`config.mk`:
```
export PLATFORM = sky130hd
export DESIGN_NAME = icache_fetch_unit
export DESIGN_NICKNAME = d
export VERILOG_FILES = /design/src/rtl/icache_fetch_unit.sv
export SDC_FILE = /design/constraint.sdc
export NUM_CORES = 1
export LEC_CHECK = 0
export BUFFER_PORTS_ARGS = -buffer_cell sky130_fd_sc_hd__buf_4
export CORE_MARGIN = 1.5
export CORE_UTILIZATION = 60
export CTS_BUF_LIST = sky130_fd_sc_hd__clkbuf_4 sky130_fd_sc_hd__clkbuf_8
export DETAILED_ROUTE_END_ITERATION = 16
export HOLD_SLACK_MARGIN = 0.1
export PLACE_DENSITY_LB_ADDON = 0.08
export SLEW_MARGIN = 20
export SYNTH_ARGS = -nofsm -noshare
export SYNTH_HDL_FRONTEND = slang
export SYNTH_SLANG_ARGS = --single-unit
```
`constraint.sdc`:
```
create_clock -name clk -period 12.3 [get_ports clk]
set_input_delay 1.845 -clock clk [delete_from_list [all_inputs] [get_ports clk]]
set_output_delay 1.845 -clock clk [all_outputs]
set_load 0.05 [all_outputs]
```
`src/rtl/icache_fetch_unit.sv`:
```
// ============================================================================
//  Module      : icache_fetch_unit
//  Description : Instruction fetch front end. Issues sequential fetch
//                requests to a pipelined icache under a credit rule that
//                reserves a queue slot for every in-flight request, filters
//                returned instructions against the expected PC, and buffers
//                them in a circular instruction queue for decode.
//  Revision    : 1.0 - initial release
// ============================================================================
`default_nettype none

module icache_fetch_unit #(
  parameter int          DEPTH    = 8,
  parameter logic [31:0] RESET_PC = 32'h1ECEB000
) (
  input  logic                       clk,
  input  logic                       rst,
  input  logic                       flush,
  input  logic [31:0]                flush_pc,
  output logic [31:0]                icache_addr,
  output logic                       icache_valid,
  output logic                       icache_flush,
  input  logic                       icache_read_stall,
  input  logic                       icache_resp,
  input  logic [31:0]                icache_rdata,
  input  logic [31:0]                icache_raddr,
  input  logic                       deq,
  output logic                       inst_valid,
  output logic [31:0]                inst,
  output logic [31:0]                inst_pc,
  output logic [$clog2(DEPTH):0]     count
);

  localparam int PTR_W = $clog2(DEPTH);
  localparam int CNT_W = PTR_W + 1;
  localparam logic [CNT_W:0]   C_CREDIT_LIMIT = (CNT_W + 1)'(DEPTH);
  localparam logic [CNT_W-1:0] C_FULL_COUNT   = CNT_W'(DEPTH);

  // Architectural state
  logic [31:0]      fetch_pc_q,    fetch_pc_d;
  logic [31:0]      expected_pc_q, expected_pc_d;
  logic [1:0]       inflight_q,    inflight_d;
  logic [PTR_W-1:0] head_q,        head_d;
  logic [PTR_W-1:0] tail_q,        tail_d;
  logic [CNT_W-1:0] count_q,       count_d;

  // Queue storage (no reset needed: validity is tracked by count_q)
  logic [31:0] inst_mem_q [DEPTH];
  logic [31:0] pc_mem_q   [DEPTH];

  // Handshake qualifiers
  logic             has_credit;
  logic [CNT_W:0]   occupancy;
  logic             req_fire;
  logic             resp_fire;
  logic             resp_match;
  logic             do_pop;
  logic             do_enq;

  // Occupancy counts both buffered and in-flight instructions, so every
  // issued request is guaranteed a free slot when its response returns.
  assign occupancy  = {1'b0, count_q} + (CNT_W + 1)'(inflight_q);
  assign has_credit = (occupancy < C_CREDIT_LIMIT);

  assign icache_addr  = fetch_pc_q;
  assign icache_valid = !rst && !flush && has_credit;
  assign icache_flush = flush && !rst;

  // A stalled icache holds its response high; only the unstalled cycle counts.
  assign req_fire   = icache_valid && !icache_read_stall;
  assign resp_fire  = icache_resp && !icache_read_stall && !flush && !rst;
  assign resp_match = resp_fire && (icache_raddr == expected_pc_q);
  assign do_pop     = deq && (count_q != '0) && !flush && !rst;
  assign do_enq     = resp_match && ((count_q != C_FULL_COUNT) || do_pop);

  assign inst_valid = !rst && (count_q != '0);
  assign inst       = inst_mem_q[head_q];
  assign inst_pc    = pc_mem_q[head_q];
  assign count      = count_q;

  // Next-state computation; a redirect overrides every other update.
  always_comb begin
    fetch_pc_d    = fetch_pc_q;
    expected_pc_d = expected_pc_q;
    inflight_d    = inflight_q;
    head_d        = head_q;
    tail_d        = tail_q;
    count_d       = count_q;

    if (flush) begin
      fetch_pc_d    = flush_pc;
      expected_pc_d = flush_pc;
      inflight_d    = 2'd0;
      head_d        = '0;
      tail_d        = '0;
      count_d       = '0;
    end else begin
      if (req_fire) begin
        fetch_pc_d = fetch_pc_q + 32'd4;
      end

      if (do_enq) begin
        expected_pc_d = expected_pc_q + 32'd4;
        tail_d        = tail_q + PTR_W'(1);
      end

      if (do_pop) begin
        head_d = head_q + PTR_W'(1);
      end

      unique case ({do_enq, do_pop})
        2'b10:   count_d = count_q + CNT_W'(1);
        2'b01:   count_d = count_q - CNT_W'(1);
        default: count_d = count_q;
      endcase

      // Dropped (mismatched) responses still retire their in-flight credit.
      unique case ({req_fire, resp_fire})
        2'b10:   inflight_d = inflight_q + 2'd1;
        2'b01:   inflight_d = (inflight_q != 2'd0) ? inflight_q - 2'd1 : 2'd0;
        default: inflight_d = inflight_q;
      endcase
    end
  end

  // Control state register with synchronous reset.
  always_ff @(posedge clk) begin
    if (rst) begin
      fetch_pc_q    <= RESET_PC;
      expected_pc_q <= RESET_PC;
      inflight_q    <= 2'd0;
      head_q        <= '0;
      tail_q        <= '0;
      count_q       <= '0;
    end else begin
      fetch_pc_q    <= fetch_pc_d;
      expected_pc_q <= expected_pc_d;
      inflight_q    <= inflight_d;
      head_q        <= head_d;
      tail_q        <= tail_d;
      count_q       <= count_d;
    end
  end

  // Queue storage write at the tail on an accepted, in-order response.
  always_ff @(posedge clk) begin
    if (!rst && !flush && do_enq) begin
      inst_mem_q[tail_q] <= icache_rdata;
      pc_mem_q[tail_q]   <= icache_raddr;
    end
  end

endmodule

`default_nettype wire

```
== Word level (Yosys, flattened, before mapping) ==
Memories as Yosys holds them, arrays and structs flattened. A register that Yosys moved wholly into a read port is not among the register bits.
Cells that the tools add are included.
Widths: inputs -> output; s select.

* Register bits after elaboration: 76
* Memory bits (writable): 512
* Output and inout port bits: 103
* Word-level logic and storage cells: 62
* Memories kept: 2

{| class="wikitable"
|+ Memory list
! memory !! words !! width !! rd ports !! clocked after memory_dff !! write ports !! line !! text
|-
| inst_mem_q || 8 || 32 || 1 || 1 || 1 || 48 || <nowiki>logic [31:0] inst_mem_q [DEPTH];</nowiki>
|-
| pc_mem_q || 8 || 32 || 1 || 1 || 1 || 49 || <nowiki>logic [31:0] pc_mem_q [DEPTH];</nowiki>
|}

* Add/subtract/negate cells: 9
* Magnitude comparators: 1
* Eq/ne operators: 6
* Muxes and demuxes: 13
* Reduce and logical (&&, ||, !) cells: 25

{| class="wikitable"
|+ Operators with widths
! cell !! number
|-
| $mux 32 || 4
|-
| $add 32x3->32 const B || 2
|-
| $eq 32x32->1 || 1
|-
| $logic_and 1x1->1 || 14
|-
| $mux 3 || 4
|-
| $reduce_bool 2->1 || 5
|-
| $pmux 4 s2 || 1
|-
| $add 3x1->3 const B || 2
|-
| $add 4x2->5 || 1
|-
| $lt 5x4->1 const B || 1
|-
| $add 4x1->4 const B || 1
|-
| $eq 2x1->1 const B || 2
|-
| $eq 2x2->1 const B || 2
|-
| $ne 4x4->1 const B || 1
|-
| $pmux 2 s2 || 1
|-
| $reduce_bool 4->1 || 1
|-
| $sub 4x1->4 const B || 1
|-
| $logic_not 1->1 || 3
|-
| $add 2x1->2 const B || 1
|-
| $mux 1 || 2
|-
| $mux 2 || 1
|-
| $reduce_or 2->1 || 1
|-
| $sub 2x1->2 const B || 1
|-
| $logic_or 1x1->1 || 1
|}

== Longest topological paths before layout ==
Gate-level depths: netlist (run 1).

* Depth after elaboration: 9
* Depth in mapped cells: 14
* Depth with buffers taken out: 12

== Least setup slack after synthesis (run 1) ==
Ideal clock, no wire load.

* Path kind: input -> register
* Start: input deq
* End: memory inst_mem_q[2][0], enable pin
* Library setup time: 0.666 ns
* Arrival: 9.776 ns
* Data required time: 11.634 ns
* Path slack: 1.857 ns
* Stages on the path: 6
* Path buffers: 1
* Path through: clkbuf_1 or3b_2 and3_1 nor3_1 nand3_1 nor4b_1

* Longest elaborated chain between the ends: 8

{| class="wikitable"
|+ RTL lines
! item !! line !! text
|-
| start: declaration || 27 || <nowiki>input logic deq,</nowiki>
|-
| $logic_and 1x1->1 (3 in series) || 73 || <nowiki>assign do_pop = deq && (count_q != '0) && !flush && !rst;</nowiki>
|-
| $logic_or 1x1->1 || 74 || <nowiki>assign do_enq = resp_match && ((count_q != C_FULL_COUNT) || do_pop);</nowiki>
|-
| $logic_and 1x1->1 || 74 ||
|-
| $logic_and 1x1->1 || 147 || <nowiki>if (!rst && !flush && do_enq) begin</nowiki>
|-
| $mux 1 || 147 ||
|-
| $mux 1 (implied by the code) || 148 || <nowiki>inst_mem_q[tail_q] <= icache_rdata;</nowiki>
|-
| end: declaration || 48 ||
|}

No other way between the ends.

== Worst setup path in the final report (run 1) ==
* Start: input flush
* End: memory inst_mem_q[6][7], enable pin

* Longest elaborated chain between the ends: 8

{| class="wikitable"
|+ RTL lines
! item !! line !! text
|-
| start: declaration || 18 || <nowiki>input logic flush,</nowiki>
|-
| $logic_not 1->1 (*) || 71, 73, 147 ||
|-
| $logic_and 1x1->1 (on tied branches) (2 in series) || 71, 73 ||
|-
| $logic_and 1x1->1 or $logic_or 1x1->1 (tied branches) || 72, 74 ||
|-
| $logic_and 1x1->1 || 74 ||
|-
| $logic_and 1x1->1 (*) || 147 ||
|-
| $mux 1 (*) || 147 ||
|-
| $mux 1 (implied by the code) (*) || 148 ||
|}

Mark *: on every way between the ends. The rest lies on a longest branch, timed or not.

==> results of run 1 <==
[power groups by stage]
stage               logic, mW  clock network, mW  registers (mW)
finish                  0.159               1.57            2.21
global route            0.170               1.68            2.21
detailed placement      0.157                  0            2.25
floorplan              0.0559                  0            2.27
CTS                     0.158               1.60            2.21
global placement        0.153                  0            2.25
[metrics by stage]
step                      std cells  power [mW]  hold slack (ns)  area (um^2)
after floorplan                1380        2.32            0.448        24100
after global routing           2214        4.06            0.519        28000
after global placement         2053        2.40            0.473        26200
after CTS                      2212        3.97            0.482        27900
after detailed placement       2053        2.41            0.474        26200
final                          2214        3.94            0.472        28000
[Yosys cell counts (all sizes together), types with 9 or more instances]
library cell    n
edfxtp        512
mux4          128
dfxtp          79
nand2          70
mux2           67
clkbuf         50
nor2           43
a21oi          41
nand3          31
xor2           30
nand4          26
o21ai          26
inv            23
xnor2          23
nor3           22
buf            20
nor4           17
o211ai         14
and3           12
or3            12
a211oi         11
a31oi          11
and4           11
ha             10
and2            9
[cell type report]
cell class              count  share of cell area
inverters                  23             0.00318
multi-input cells         696               0.245
repair buffers            218              0.0587
clock buffers             119              0.0534
well taps                 525              0.0235
clock inverters            40             0.00926
flip-flops and latches    591               0.607
diodes                      2            0.000179
[metal layers]
layer / up-vias / share of wire / wire (um) / GRT usage
met2: 547 / 0.50 / 26600 / 0.429
met4: 4 / 0.024 / 1260 / 0.0947
met5: - / 0.00060 / 32 / 0
met3: 96 / 0.065 / 3460 / 0.0468
li1: 6089 / - / - / -
met1: 7074 / 0.41 / 21800 / 0.360
[path summary, 6_finish.rpt]
path                                               startpoint                           to  slack (ns)  cells after the start
worst max register to register  expected_pc_q[4]$_SDFFE_PP0P_   inst_mem_q[6][7]$_DFFE_PP_        7.93                      7
worst min-delay path              icache_addr[1]$_SDFFE_PP0P_  icache_addr[1]$_SDFFE_PP0P_        0.47                      2
worst min register to register    icache_addr[1]$_SDFFE_PP0P_  icache_addr[1]$_SDFFE_PP0P_        0.47                      2
worst max-delay path                                    flush   inst_mem_q[6][7]$_DFFE_PP_        6.47                      8
[registers in the layout, summed over array words and instances, names as in the netlist, named ones only]
name / cells
icache_addr: 32
head_q: 3
inst_mem_q: 256
pc_mem_q: 256
inflight_q: 2
tail_q: 3
expected_pc_q: 32
count: 4
[worst max-delay path: stages]
cell,delay (ns)
buf_4,0.27
nor4b_1,0.95
and2_1,0.29
nand3b_1,0.16
nor3_1,0.48
nand2_1,0.35
nor3b_2,0.89
buf_4,0.81
[cells by family (layout without fill, tap and decap cells)]
| group | count (synthesis) | in the layout | share of synthesized area |
|---|---|---|---|
| DFF | 591 | 591 | 0.703 |
| and+or+nand+nor | 282 | 282 | 0.0618 |
| muxes | 202 | 202 | 0.154 |
| AOI/OAI and AO/OA | 148 | 148 | 0.0406 |
| buffers and inverters | 93 | 400 | 0.0155 |
| xor gates and xnor gates | 53 | 53 | 0.0192 |
| adders and majority gates | 11 | 11 | 0.00602 |
| other | 0 | 2 | 0 |
==> metrics.csv, run 1 <==
metric,value,unit
status,"complete, no violations",
syn_avg_cell_area,17.5,um^2
layout-drive-gt1-share,0.336,
combinationalPowerShare,0.040,
track_usage,0.263,
antenna_found_initial,4,
cp-end-kind,flip-flop,
place.gp.congestion,0.931,
routed_wl,53200,um
syn_area,0.0241,mm^2
clock.fmax,171,MHz
worst_slack,6.47,ns
synth_top_flop_cell,edfxtp_1,
clk_pin_slew,0.06,ns
pwr_density_cell,141,mW/mm^2
clock_skew,0.0273,ns
finalNetCount,1734,
grt_pass1_wl,81300,um
io_buffer_count,204,
dp_slack,5.87,ns
syn-instance-count,1380,
switching_share,0.214,
ff_latch_area,0.0170,mm^2
via_count,13800,
firstDrtPassIters,5,
ir_drop,0.0805,mV
drtIter0Drc,1086,
synth.top_cells.by_area,"edfxtp_1, mux4_2, dfxtp_1, mux2_2, nand2_1",
period_share,0.474,
clockBufferDepth,3,
multi_input_area,0.00685,mm^2
fp.dieArea,0.0414,mm^2
crit_type,input port to flip-flop,
cp-start-kind,input port,
critPathRequiredTime,12.55,ns
crit_fanout,54,
core_area,0.0397,mm^2
cts_tree,built,
via_per_inst,6.24,
yosysWarnings,0,
clkLatencyLatePin,0.65,ns
p_leak,9.10,nW
fillCellCount,2578,
async_flop_share,0,
dieHeight,203,um
dp_hpwl,32400,um
p_int,3.10,mW
layout_common_cells,"edfxtp_1, buf_4, mux4_2",
grt_start_max_net_pins,75,
worstPathArrival,6.09,ns
p_switching,0.843,mW
hp-class,flip-flop to flip-flop,
ctsHoldBuffers,0,
postCtsSetupBuffers,0,
areaGrowthSynthToFinish,15.9,%
worst_slew_pin_slew,1.15,ns
ios,205,
drt_drc_violations_left,0,
grt_pass1_vias,14100,
pwr-share-seq,0.561,
yosysTopAreaCellShare,0.637,
cts_buffers,91,
cts_resized,0,
chipWidth,203,um
synth.largest_area_cell,edfxtp_1,
slew_violations,0,
cap_violations,0,
start_util,0.607,
power_frac_clock,0.399,
grt-ovfl-total,0,
synth.distinct_cells,65,
synth-seq-cells,591,
h-tree-depth,3,
clock_sinks,591,
post_drt_wl_per_cell,24.0,um
num_rows,73,
root_buffer,clkbuf_8,
rsz0062_at_grt,false,
setup_viol,0,
ant_nets,0,
relSlewSlack,0.232,
yosysSeqAreaShare,0.703,
synth_edf_count,512,
syn-num-nets,1493,
hold_viol,0,
period_needed,5.83,ns
final_core_util,0.704,
final_common_cell,edfxtp_1,
fin_setup_tns,0,ns
(Power assumes the default switching activity.)
==> inputs of run 2 (changes only) <==
CORE_UTILIZATION = 56   (was 60)
clock period = 4.7 ns   (was 12.3 ns; I/O delays follow)
==> run 2 against run 1 <==
Net effect:
- die area up 7.0%
- non-clock buffer count increased by 21
- routed wire length rose by 1.4%
- register-to-register slack got worse by 6.7 ns
==> metrics.csv, run 2 (synthesis gave the netlist of run 1 again) <==
metric,value,unit,change
areaGrowthSynthToFinish,18.0,%,
crit_type,flip-flop to primary output,,
power_frac_clock,0.413,,+0.014
clockBufferDepth,3,,unchanged
grt_start_max_net_pins,65,,-13%
ios,205,,unchanged
clk_pin_slew,0.06,ns,about the same
status,"complete, no violations",,
finalNetCount,1758,,+1.4%
num_rows,75,,+2.7%
via_per_inst,6.06,,-2.9%
cts_tree,built,,
via_count,13700,,-0.96%
layout-drive-gt1-share,0.350,,+0.0137
rsz0062_at_grt,false,,
p_leak,9.32,nW,+2.5%
chipWidth,211,um,+3.5%
r2r-start,expected_pc_q[25]$_SDFFE_PP1P_,,
hold_viol,0,,unchanged
switching_share,0.214,,+0.000317
antenna_found_initial,1,,-3
slew_violations,0,,unchanged
drt_drc_violations_left,0,,unchanged
firstDrtPassIters,5,,unchanged
clock.fmax,280,MHz,
combinationalPowerShare,0.039,,about the same
postCtsSetupBuffers,0,,unchanged
dp_slack,0.805,ns,-5.06 ns
period_share,0.759,,
worstPathArrival,2.86,ns,-3.23 ns
start_util,0.571,,-0.0359
grt_pass1_vias,14200,,+0.63%
hp-class,input port to flip-flop,,
p_int,8.31,mW,+170%
clock_skew,0.0253,ns,-0.00190 ns
cts_resized,0,,unchanged
placedCellCount,2088,,+1.7%
dp_hpwl,33800,um,+4.3%
clock_sinks,591,,unchanged
final_common_cell,edfxtp_1,,
io_buffer_count,204,,unchanged
period_needed,3.57,ns,
pwr_density_cell,371,mW/mm^2,+160%
worst_slack,1.13,ns,-5.33 ns
fp.dieArea,0.0443,mm^2,+7.0%
track_usage,0.251,,-0.0115
post_drt_wl_per_cell,23.9,um,-0.59%
final_cells,2258,,+2.0%
dieHeight,211,um,+3.5%
drtIter0Drc,1179,,+8.6%
critPathRequiredTime,3.99,ns,-8.56 ns
ctsHoldBuffers,0,,unchanged
setup_viol,0,,unchanged
crit_fanout,54,,unchanged
final_core_util,0.674,,-0.0297
top_regs,"inst_mem_q (256), pc_mem_q (256)",,
hold_start,flush_pc[2],,
clkLatencyLatePin,0.67,ns,+0.02 ns
cts_buffers,94,,+3.3%
ant_nets,0,,unchanged
cp-end-kind,primary output,,
ir_drop,0.383,mV,+380%
relSlewSlack,0.363,,+0.131
cp-start-kind,flip-flop,,
h-tree-depth,3,,unchanged
worst_slew_pin_slew,0.956,ns,-0.191 ns
cap_violations,0,,unchanged
routed_wl,53900,um,+1.4%
fillCellCount,2884,,+12%
root_buffer,clkbuf_8,,
grt_pass1_wl,82900,um,+1.9%
core_area,0.0422,mm^2,+6.3%
layout_common_cells,"edfxtp_1, buf_4, mux4_2",,
hold_ws,0.264,ns,-0.208 ns
pwr-share-seq,0.547,,-0.014
place.gp.congestion,0.927,,-0.41%
grt-ovfl-total,0,,unchanged
p_switching,2.27,mW,+170%
fin_setup_tns,0,ns,unchanged
-- run 2: power groups by stage --
stage / registers, mW / clock network [mW] / logic, mW
2_1_floorplan: 5.94 / 0 / 0.146
6_report: 5.78 / 4.37 / 0.417
3_3_place_gp: 5.89 / 0 / 0.407
5_1_grt: 5.79 / 4.71 / 0.450
4_1_cts: 5.78 / 4.46 / 0.416
3_5_place_dp: 5.89 / 0 / 0.416
-- run 2: per-stage QoR --
stage | area [um^2] | total power, mW
2_1_floorplan | 24200 | 6.08
3_3_place_gp | 26600 | 6.30
6_report | 28500 | 10.6
5_1_grt | 28500 | 10.9
3_5_place_dp | 26600 | 6.31
4_1_cts | 28500 | 10.7
-- run 2: layer usage --
| metal | wire, um | track usage |
|---|---|---|
| met5 | 0 | 0 |
| met3 | 3240 | 0.0474 |
| met1 | 22900 | 0.344 |
| met4 | 1420 | 0.0894 |
| met2 | 26400 | 0.407 |
-- run 2: worst paths after layout --
kind	end	slack, ns	cells after the start
max	inst[12]	1.13	4
min	expected_pc_q[2]$_SDFFE_PP0P_	0.26	3
max reg2reg	pc_mem_q[5][9]$_DFFE_PP_	1.21	7
min reg2reg	icache_addr[1]$_SDFFE_PP0P_	0.46	2
-- run 2: final cells by class --
class                      count  area (um^2)  share of cell area
sequential                   591        17000               0.596
antenna                        1         2.50           0.0000879
clock inverter                44          342              0.0120
inverter                      23         88.8             0.00312
multi-input combinational    696         6890               0.242
clock buffer                 125         1550              0.0545
timing repair buffer         239         1940              0.0683
tap                          539          674              0.0237
-- run 2: critical path, stage by stage (launching register included) --
cell and delay [ns]:
dfxtp_4 0.92, buf_4 0.40, mux4_2 0.37, mux2_2 0.29
buf_4 0.19
==> inputs of run 3 (changes only) <==
CORE_UTILIZATION = 60   (was 56)
clock period = 3.5 ns   (was 4.7 ns; I/O delays follow)
==> run 3 against run 2 <==
Net effect:
- hold slack got worse by 0.13 ns
- first-iteration DRC count rose by 3.8%
- critical endpoint is now inst[4]
- largest cell class unchanged
- non-clock buffer count rose by 48
- core utilization rose by 5.8 points
- global-route usage rose by 1.7 points
- clock power rose by 31%
- die area fell by 6.6%
- sequential share of layout area fell by 1.3 points
- register-to-register slack got worse by 0.70 ns
- largest power group unchanged
- highest routed layer unchanged
- clock skew rose by 0.0034 ns
- sequential cell count did not move
==> metrics.csv, run 3 (synthesis gave the netlist of run 1 again) <==
metric,value,unit,change
status,"complete, no violations",,
crit_fanout,37,,-31%
ir_drop,0.349,mV,-8.9%
worst_slack,0.339,ns,-0.793 ns
cp-end-kind,primary output,,
clockBufferDepth,3,,unchanged
dpl_cell_area,0.0269,mm^2,+1.1%
pwr_density_cell,484,mW/mm^2,+30%
period_needed,3.16,ns,
cts_tree,built,,
slowest_delay,0.55,ns,-0.37 ns
areaGrowthSynthToFinish,20.6,%,
reg2regPathDepth,12,,+5
worst_slew_pin_slew,0.978,ns,+0.0220 ns
clk_pin_slew,0.06,ns,about the same
firstDrtPassIters,5,,unchanged
crit_type,flip-flop to primary output,,
period_share,0.903,,
dp_slack,0.196,ns,-0.609 ns
hold_end,pc_mem_q[5][9]$_DFFE_PP_,,
antenna_found_initial,1,,unchanged
cp-start-kind,flip-flop,,
grt_pass1_wl,82700,um,-0.23%
hold_viol,0,,unchanged
rrSetupSlack,0.51,ns,-0.70 ns
post_drt_wl_per_cell,23.6,um,-1.1%
chipWidth,203,um,-3.3%
drt_drc_violations_left,0,,unchanged
setup_viol,0,,unchanged
track_usage,0.268,,+0.0172
root_buffer,clkbuf_8,,
fin_setup_tns,0,ns,unchanged
worstPathArrival,2.64,ns,-0.22 ns
final_area,0.0291,mm^2,+2.2%
ant_nets,0,,unchanged
cts_buffers,91,,-3.2%
hold_ws,0.137,ns,-0.127 ns
dieHeight,203,um,-3.3%
critPathRequiredTime,2.97,ns,-1.02 ns
postCtsSetupBuffers,0,,unchanged
dp_hpwl,33900,um,+0.28%
rsz0062_at_grt,false,,
ios,205,,unchanged
final_core_util,0.732,,+0.0579
relSlewSlack,0.342,,-0.0207
io_buffer_count,204,,unchanged
layout_common_cells,"edfxtp_1, buf_4, mux4_2",,
drtIter0Drc,1224,,+3.8%
num_rows,73,,-2.7%
routed_wl,54100,um,+0.39%
clock.fmax,316,MHz,
crit_slowest_cell,mux4_2,,
hp-class,input port to flip-flop,,
r2r-start,expected_pc_q[13]$_SDFFE_PP1P_,,
placedCellCount,2086,,-0.096%
final_common_cell,edfxtp_1,,
slew_violations,0,,unchanged
place.gp.congestion,0.920,,-0.82%
grt_start_max_net_pins,48,,-26%
clock_sinks,591,,unchanged
clkLatencyLatePin,0.64,ns,-0.03 ns
fp.dieArea,0.0414,mm^2,-6.6%
cap_violations,0,,unchanged
hold_start,icache_raddr[9],,
r2r-end,count[3]$_SDFFE_PP0P_,,
finalNetCount,1803,,+2.6%
final_cells,2293,,+1.6%
core_area,0.0397,mm^2,-5.9%
critPathBufInv,2,,unchanged
grt_pass1_vias,14200,,+0.27%
top_regs,"inst_mem_q (256), pc_mem_q (256)",,
h-tree-depth,3,,unchanged
grt-ovfl-total,0,,unchanged
hold_path_depth,1,,-2
via_per_inst,6.11,,+0.91%
cp_cell_sequence,buf_12 > mux4_2 > mux2_2 > buf_4,,
via_count,14000,,+2.5%
clock_skew,0.0288,ns,+0.00340 ns
layout-drive-gt1-share,0.354,,+0.00465
p_total,14.1,mW,+33%
p_leak,9.59,nW,+2.8%
start_util,0.607,,+0.0359
crit_family,multiplexers,,
[run 3: cell count changes in the layout (fill, tap and decap cells not counted), sizes merged]
cell and change:
buf +12, bufinv -4, clkbuf +14, clkinv -9
diode +1, dlygate4sd3 +36, inv -1
[run 3: area by class of cell]
| type | count | area, um^2 |
|---|---|---|
| Tap cell | 525 | 657 |
| Fill cell | 2434 | 10700 |
| Clock buffer | 139 | 1690 |
| Clock inverter | 30 | 166 |
| Multi-Input combinational cell | 696 | 6970 |
| Antenna cell | 2 | 5.00 |
| Sequential cell | 591 | 17000 |
| Timing Repair Buffer | 287 | 2530 |
| Inverter | 23 | 88.8 |
[run 3: per-layer routing]
layer | part of all wire | track usage | vias up | wire (um)
met5 | 0 | 0 | - | 0
met4 | 0.024 | 0.0958 | 0 | 1280
met3 | 0.064 | 0.0435 | 83 | 3450
met2 | 0.50 | 0.439 | 545 | 26900
met1 | 0.42 | 0.370 | 7148 | 22500
li1 | - | - | 6241 | -
[run 3: repair_timing]
action / in CTS / in global routing
hold endpoints to repair: 224 / 0
hold buffers: 36 / 0
resized for setup: 0 / 0
setup endpoints to repair: 0 / 0
[run 3: where the power goes]
part           switching, mW  internal, mW
sequential            0.0752          7.69
combinational          0.370         0.232
clock                   2.55          3.17
total                   2.99          11.1
[run 3: worst max-delay path by stage]
stage	end	slack, ns	depth (start not counted)
final	inst[4]	0.34	4
after global routing	count[3]$_SDFFE_PP0P_	0.21	14
after CTS	inst[11]	0.27	4
after detailed placement	count[3]$_SDFFE_PP0P_	0.20	14
after global placement	count[3]$_SDFFE_PP0P_	0.26	14
after floorplan	inst_mem_q[2][0]$_DFFE_PP_	-0.75	5
